==> src/rtl/apb_slave_pkg.sv <==
// Shared definitions for the parameterised APB slave: FSM states, default
// parameter values and the PSLVERR response encoding.
package apb_slave_pkg;

    localparam int unsigned DEF_ADDR_W   = 8;
    localparam int unsigned DEF_DATA_W   = 32;
    localparam int unsigned DEF_DEPTH    = 64;
    localparam int unsigned DEF_WAIT_CYC = 0;
    localparam int unsigned CNT_W        = 4;

    typedef enum logic {
        ST_IDLE   = 1'b0,
        ST_ACCESS = 1'b1
    } apb_state_e;

    // PSLVERR meaning while PREADY is high
    localparam logic SLVERR_OKAY  = 1'b0;
    localparam logic SLVERR_ERROR = 1'b1;

endpackage

==> src/rtl/apb_mem_array.sv <==
// DEPTH x DATA_W word storage with byte-strobed synchronous write,
// combinational read and asynchronous clear of every word.
module apb_mem_array #(
    parameter int unsigned DATA_W = 32,
    parameter int unsigned DEPTH  = 64,
    parameter int unsigned IDX_W  = 6
) (
    input  logic                clk,
    input  logic                rst_n,
    input  logic                we,
    input  logic [IDX_W-1:0]    idx,
    input  logic [DATA_W-1:0]   wdata,
    input  logic [DATA_W/8-1:0] strb,
    output logic [DATA_W-1:0]   rdata_c
);

    localparam int unsigned NB = DATA_W / 8;

    logic [DATA_W-1:0] mem_q [DEPTH];

    always_ff @(posedge clk or negedge rst_n) begin
        if (!rst_n) begin
            for (int i = 0; i < int'(DEPTH); i++) begin
                mem_q[i] <= '0;
            end
        end else if (we) begin
            for (int b = 0; b < int'(NB); b++) begin
                if (strb[b]) begin
                    mem_q[idx][b*8 +: 8] <= wdata[b*8 +: 8];
                end
            end
        end
    end

    // Guard keeps non power-of-two depths from reading past the array
    assign rdata_c = (32'(idx) < DEPTH) ? mem_q[idx] : '0;

endmodule

==> src/rtl/apb_param_slave.sv <==
// APB slave with parameterised width, depth and wait states: setup/access
// FSM, wait counter, address decode and registered completion outputs.
module apb_param_slave
    import apb_slave_pkg::*;
#(
    parameter int unsigned ADDR_W   = DEF_ADDR_W,
    parameter int unsigned DATA_W   = DEF_DATA_W,
    parameter int unsigned DEPTH    = DEF_DEPTH,
    parameter int unsigned WAIT_CYC = DEF_WAIT_CYC
) (
    input  logic                PCLK,
    input  logic                PRESETn,
    input  logic                PSEL,
    input  logic                PENABLE,
    input  logic                PWRITE,
    input  logic [ADDR_W-1:0]   PADDR,
    input  logic [DATA_W-1:0]   PWDATA,
    input  logic [DATA_W/8-1:0] PSTRB,
    output logic [DATA_W-1:0]   PRDATA,
    output logic                PREADY,
    output logic                PSLVERR
);

    localparam int unsigned NB    = DATA_W / 8;
    localparam int unsigned LSB   = $clog2(NB);
    localparam int unsigned IDX_W = (DEPTH > 1) ? $clog2(DEPTH) : 1;
    localparam logic [CNT_W-1:0]  WAIT_LD  = CNT_W'(WAIT_CYC);
    localparam logic [ADDR_W-1:0] LOW_MASK = ADDR_W'((64'(1) << LSB) - 64'(1));

    apb_state_e          state_q;
    logic [CNT_W-1:0]    cnt_q;
    logic [ADDR_W-1:0]   addr_q;
    logic                write_q;
    logic [DATA_W-1:0]   wdata_q;
    logic [NB-1:0]       strb_q;
    logic                pready_q;
    logic                pslverr_q;
    logic [DATA_W-1:0]   prdata_q;

    logic                setup_c;
    logic                access_c;
    logic                finish_c;
    logic                commit_c;
    logic [ADDR_W-1:0]   src_addr_c;
    logic                src_write_c;
    logic [ADDR_W-1:0]   src_word_c;
    logic                src_err_c;
    logic [IDX_W-1:0]    src_idx_c;
    logic [DATA_W-1:0]   rd_data_c;

    assign setup_c  = (state_q == ST_IDLE) && PSEL && !PENABLE;
    assign access_c = PSEL && PENABLE;

    // True on the edge that enters the completion cycle
    assign finish_c = (setup_c && (WAIT_CYC == 0)) ||
                      ((state_q == ST_ACCESS) && (cnt_q == CNT_W'(1)) && access_c);

    // Decode the live bus in IDLE, the latched request once in ACCESS
    assign src_addr_c  = (state_q == ST_IDLE) ? PADDR  : addr_q;
    assign src_write_c = (state_q == ST_IDLE) ? PWRITE : write_q;
    assign src_word_c  = src_addr_c >> LSB;
    assign src_err_c   = (|(src_addr_c & LOW_MASK)) || (32'(src_word_c) >= DEPTH);
    assign src_idx_c   = IDX_W'(src_word_c);

    // Write lands at the end of the completion cycle, never on error or abort
    assign commit_c = pready_q && write_q && (pslverr_q == SLVERR_OKAY) && access_c;

    apb_mem_array #(
        .DATA_W (DATA_W),
        .DEPTH  (DEPTH),
        .IDX_W  (IDX_W)
    ) u_mem (
        .clk     (PCLK),
        .rst_n   (PRESETn),
        .we      (commit_c),
        .idx     (src_idx_c),
        .wdata   (wdata_q),
        .strb    (strb_q),
        .rdata_c (rd_data_c)
    );

    always_ff @(posedge PCLK or negedge PRESETn) begin
        if (!PRESETn) begin
            state_q   <= ST_IDLE;
            cnt_q     <= '0;
            addr_q    <= '0;
            write_q   <= 1'b0;
            wdata_q   <= '0;
            strb_q    <= '0;
            pready_q  <= 1'b0;
            pslverr_q <= SLVERR_OKAY;
            prdata_q  <= '0;
        end else begin
            pready_q  <= finish_c;
            pslverr_q <= (finish_c && src_err_c) ? SLVERR_ERROR : SLVERR_OKAY;
            prdata_q  <= (finish_c && !src_write_c && !src_err_c) ? rd_data_c : '0;
            unique case (state_q)
                ST_IDLE: begin
                    if (setup_c) begin
                        state_q <= ST_ACCESS;
                        cnt_q   <= WAIT_LD;
                        addr_q  <= PADDR;
                        write_q <= PWRITE;
                        wdata_q <= PWDATA;
                        strb_q  <= PSTRB;
                    end
                end
                ST_ACCESS: begin
                    if ((cnt_q == '0) || !access_c) begin
                        state_q <= ST_IDLE;
                        cnt_q   <= '0;
                    end else begin
                        cnt_q <= cnt_q - CNT_W'(1);
                    end
                end
                default: begin
                    state_q <= ST_IDLE;
                    cnt_q   <= '0;
                end
            endcase
        end
    end

    assign PREADY  = pready_q;
    assign PSLVERR = pslverr_q;
    assign PRDATA  = prdata_q;

endmodule

==> config.mk <==
export PLATFORM = sky130hd
export DESIGN_NAME = apb_param_slave
export DESIGN_NICKNAME = d
export VERILOG_FILES = /design/src/rtl/apb_slave_pkg.sv /design/src/rtl/apb_mem_array.sv /design/src/rtl/apb_param_slave.sv
export SDC_FILE = /design/constraint.sdc
export NUM_CORES = 2
export LEC_CHECK = 0
export CAP_MARGIN = 20
export CELL_PAD_IN_SITES_DETAIL_PLACEMENT = 1
export CELL_PAD_IN_SITES_GLOBAL_PLACEMENT = 1
export CORE_ASPECT_RATIO = 1.75
export CORE_UTILIZATION = 33
export CTS_CLUSTER_SIZE = 40
export DETAILED_ROUTE_END_ITERATION = 12
export MAX_ROUTING_LAYER = met4
export PLACE_DENSITY = 0.64
export SETUP_SLACK_MARGIN = 0.1
export SLEW_MARGIN = 20
export SYNTH_ARGS = -nofsm -noshare
export SYNTH_HDL_FRONTEND = slang
export SYNTH_SLANG_ARGS = --single-unit
export TNS_END_PERCENT = 10
==> constraint.sdc <==
create_clock -name PCLK -period 2.67 [get_ports PCLK]
set_clock_uncertainty 0.15 [all_clocks]
set_input_delay 0.534 -clock PCLK [delete_from_list [all_inputs] [get_ports PCLK]]
set_output_delay 0.534 -clock PCLK [all_outputs]
set_load 0.005 [all_outputs]
==> implementation parameters <==
Parameter                              Value

Timing
  Share of the cycle needed by the critical path after routing    118%
  Worst slew slack as a fraction of its limit    44.0%
  Final WS setup    -0.473 ns
  Hold violation total from the final report    0
  Fin. max-slew vios    0
  Period minus WS final    3.14 ns
  Transition time of the tightest slew-check pin    0.840 ns
  Unrepaired setup endpoints after global routing    yes
  Upper clock frequency limit    0.318 GHz
  Endpoints failing setup    1968
  Sum of negative setup slack    -297.28 ns

Die
  Area of the core    282000 sq um
  Width of the chip    405 um
  Row cnt    258
  Total I/O pin count    83
  Height of the die    707 um
  Initial Util    33.2%
  Die ar.    286000 sq um

GRT
  Remaining global-route overflow    0
  Number of global-route vias before repair    75000
  Initial antenna violation count    4
  Pin count of the biggest net entering global routing    138
  GR Util All Layers    25.7%
  Global-route wire length before repair    530000 um

Run status
  Outcome    finished with violations
  Violations in the final reports    negative setup slack

Placement
  Final weighted congestion in routability-driven placement    0.878
  Dpl ws    -1.46 ns
  Number of port buffers    82
  HPWL reported at the end of detailed placement    244000 um

Critical path
  Startpoint types    register
  Max FO, Critical Path    20
  CP peak stage delay    0.45 ns
  Req. time, crit path    3.31 ns
  Cell with the largest stage delay on the worst path    sky130_fd_sc_hd__o41ai_4
  Kind of critical path    register to register
  Sort of element at the end of the critical path    register
  Critical path arrival    3.78 ns
  Sequence of cells on the critical path    buf_12 > mux2i_4 > buf_4 > buf_12 > buf_16 > buf_4 > nand2_1 > and3_1 > o41ai_4 > buf_4 > nand4_1 > nor3_2
  Most Frequent Cell on Critical Path    sky130_fd_sc_hd__buf_4

Synthesis
  Number of synthesized flops with an enable pin    0
  Main combinational cell family by area after synthesis    multiplexers
  Post-Syn Area per Cell    13.8 sq um
  Count of cell types in the netlist    57
  Ys Warns    0
  Flip-flop and latch count after synthesis    2132
  Complex-gate fraction of the synthesized area    8.94%
  Post-synth top flop    sky130_fd_sc_hd__dfrtp_1
  Part of the Yosys area used for sequential elements    57.0%
  Synthesized Nets    6832
  Synth Area in XOR/XNOR    0.00935%
  Post-Syn Instances    6780
  Post-synthesis async set-or-reset flop share    100%
  Area fraction in and, or, nand and nor cells after synthesis    5.94%
  Share of synthesized area spent on multiplexers    25.4%
  Synthesized-area fraction occupied by adder cells    0.0401%
  Netlist area before placement    93700 sq um

Finish
  Area overhead of the layout relative to synthesis    31.4%
  Net count reported at finish    7981
  Most frequent cells in the layout    sky130_fd_sc_hd__dfrtp_1, sky130_fd_sc_hd__mux2_2, sky130_fd_sc_hd__buf_4, sky130_fd_sc_hd__o22ai_1, sky130_fd_sc_hd__buf_12
  Ratio of cells with drive above 1 in the final layout    53.6%
  Most common cell after layout, fill and taps aside    sky130_fd_sc_hd__dfrtp_1

Power and ir drop
  Power per standard cell area    601 nW/um^2
  Leak pwr    60.5 nW
  Maximum VDD drop    572 uV

Clock network
  Clk root buf    sky130_fd_sc_hd__clkbuf_16
  TritonCTS clock tree    yes
  Later-pin clock latency in the skew report    0.89 ns
  Total number of clock tree sinks    2132
  Clk pin slew, worst setup/hold paths    0.07 ns
  Number of buffers on the longest clock path    4
  Max H-tree Level    4
  Number of buffers created by CTS    199

Worst hold path
  Path type of the worst min-delay path    primary input to async pin

Route
  Post-route DRC    0
  TritonRoute pass-1 iters    7
  Final antenna-violating net count    0
  Routed length per placed instance    30.3 um
  Vias per cell    5.65
  Number of DRC markers in iteration 0    3932
  Post-Route WL    359000 um
  Via total after detailed routing    66900

Run
  Max capacitance violation total    0
==> power breakdown <==
part / total (mW) / internal [mW] / switching (mW)
sequential: 33.5 / 32.7 / 0.773
clock: 29.4 / 16.4 / 13.0
combinational: 11.1 / 4.07 / 7.07
total: 74.0 / 53.1 / 20.9
==> per-layer routing <==
| layer | global-route usage, % | wire length [um] | up-vias | share of wire [%] |
|---|---|---|---|---|
| met5 | - | 0 | - | 0 |
| li1 | - | - | 28000 | - |
| met1 | 27.9 | 132000 | 36300 | 37 |
| met2 | 44.9 | 188000 | 1782 | 52 |
| met3 | 2.52 | 11900 | 915 | 3.3 |
| met4 | 16.0 | 26700 | 0 | 7.4 |
==> layout make-up <==
class / instances / area, sq um
Fill cell: 28400 / 159000
Sequential cell: 2132 / 53400
Inverter: 4 / 15.0
Clock buffer: 278 / 5760
Timing Repair Buffer: 1519 / 17600
Tap cell: 3770 / 4720
Clock inverter: 69 / 748
Antenna cell: 6 / 15.0
Multi-Input combinational cell: 4073 / 40800
==> through the flow <==
step	util [%]	power [mW]	hold slack, ns	area (sq um)	std cells
floorplan	-	37.7	0.0884	94200	6780
global placement	39.4	43.7	0.278	111000	11300
detailed placement	39.4	43.9	0.281	111000	11300
CTS	43.0	74.1	0.0276	121000	11800
global route	43.6	76.0	0.0471	123000	11800
finish	43.6	74.0	0.0619	123000	11900
==> flip-flops by register name (all words and copies together), names as in the netlist <==
signal	count
u_mem.mem_q	2048
wdata_q	32
strb_q	4
PRDATA	32
state_q	1
cnt_q	4
PREADY	1
addr_q	8
write_q	1
PSLVERR	1
==> Yosys cell counts (all sizes together) (5+ instances only) <==
cell / count / area, sq um
o41ai: 166 / 1450
nand3: 64 / 320
o22a: 10 / 87.6
a21oi: 67 / 335
nand4: 33 / 206
clkbuf: 384 / 1440
dfrtp: 2132 / 53400
and2: 14 / 87.6
nand2: 211 / 800
o22ai: 868 / 5430
nand4bb: 5 / 56.3
buf: 187 / 1030
o221ai: 10 / 87.6
o21ai: 12 / 60.1
a311o: 19 / 190
a32o: 11 / 110
a41oi: 5 / 43.8
a22oi: 32 / 240
nor2: 43 / 161
nand2b: 5 / 31.3
and3: 52 / 325
o31a: 10 / 87.6
o31ai: 29 / 218
mux2i: 16 / 176
nor4: 53 / 332
nor3: 217 / 3080
mux2: 2095 / 23700
==> worst max-delay path, delay by kind of cell (launching register included) <==
| kind | cells | cell delay (ns) |
|---|---|---|
| mux | 1 | 0.24 |
| buf+inv | 6 | 1.08 |
| compound gates | 1 | 0.45 |
| flops | 1 | 0.43 |
| simple gates | 4 | 0.65 |
==> kinds of logic (layout without fill, tap and decap cells) <==
group | after synthesis | in the layout
flops | 2132 | 2132
mux | 2111 | 2111
compound gates | 1243 | 1243
simple gates | 715 | 715
buf+inv | 575 | 1870
fa+ha+maj | 3 | 3
xor+xnor | 1 | 1
other cells | 0 | 6
==> path summary, 6_finish.rpt <==
path,start,endpoint,slack (ns),depth (start not counted)
max reg2reg,state_q$_DFF_PN0_,PRDATA[18]$_DFF_PN0_,-0.47,12
min,PRESETn,u_mem.mem_q[1674]$_DFFE_PN0P_,0.06,2
max,state_q$_DFF_PN0_,PRDATA[18]$_DFF_PN0_,-0.47,12
min reg2reg,u_mem.mem_q[2040]$_DFFE_PN0P_,u_mem.mem_q[2040]$_DFFE_PN0P_,0.34,1
min in group PCLK,PSTRB[3],strb_q[3]$_DFFE_PN0P_,0.11,2
max in group asynchronous,PRESETn,u_mem.mem_q[313]$_DFFE_PN0P_,1.13,4
==> repair_timing <==
item,4_1_cts,5_1_grt
buffers inserted,135,35
endpoints found under the setup margin,2090,2092
hold endpoints to repair,1088,0
hold buffers,1,0
gates resized for setup,335,224
pin swaps,91,75
gates cloned,9,2
Power figures use the tool's default switching activity.
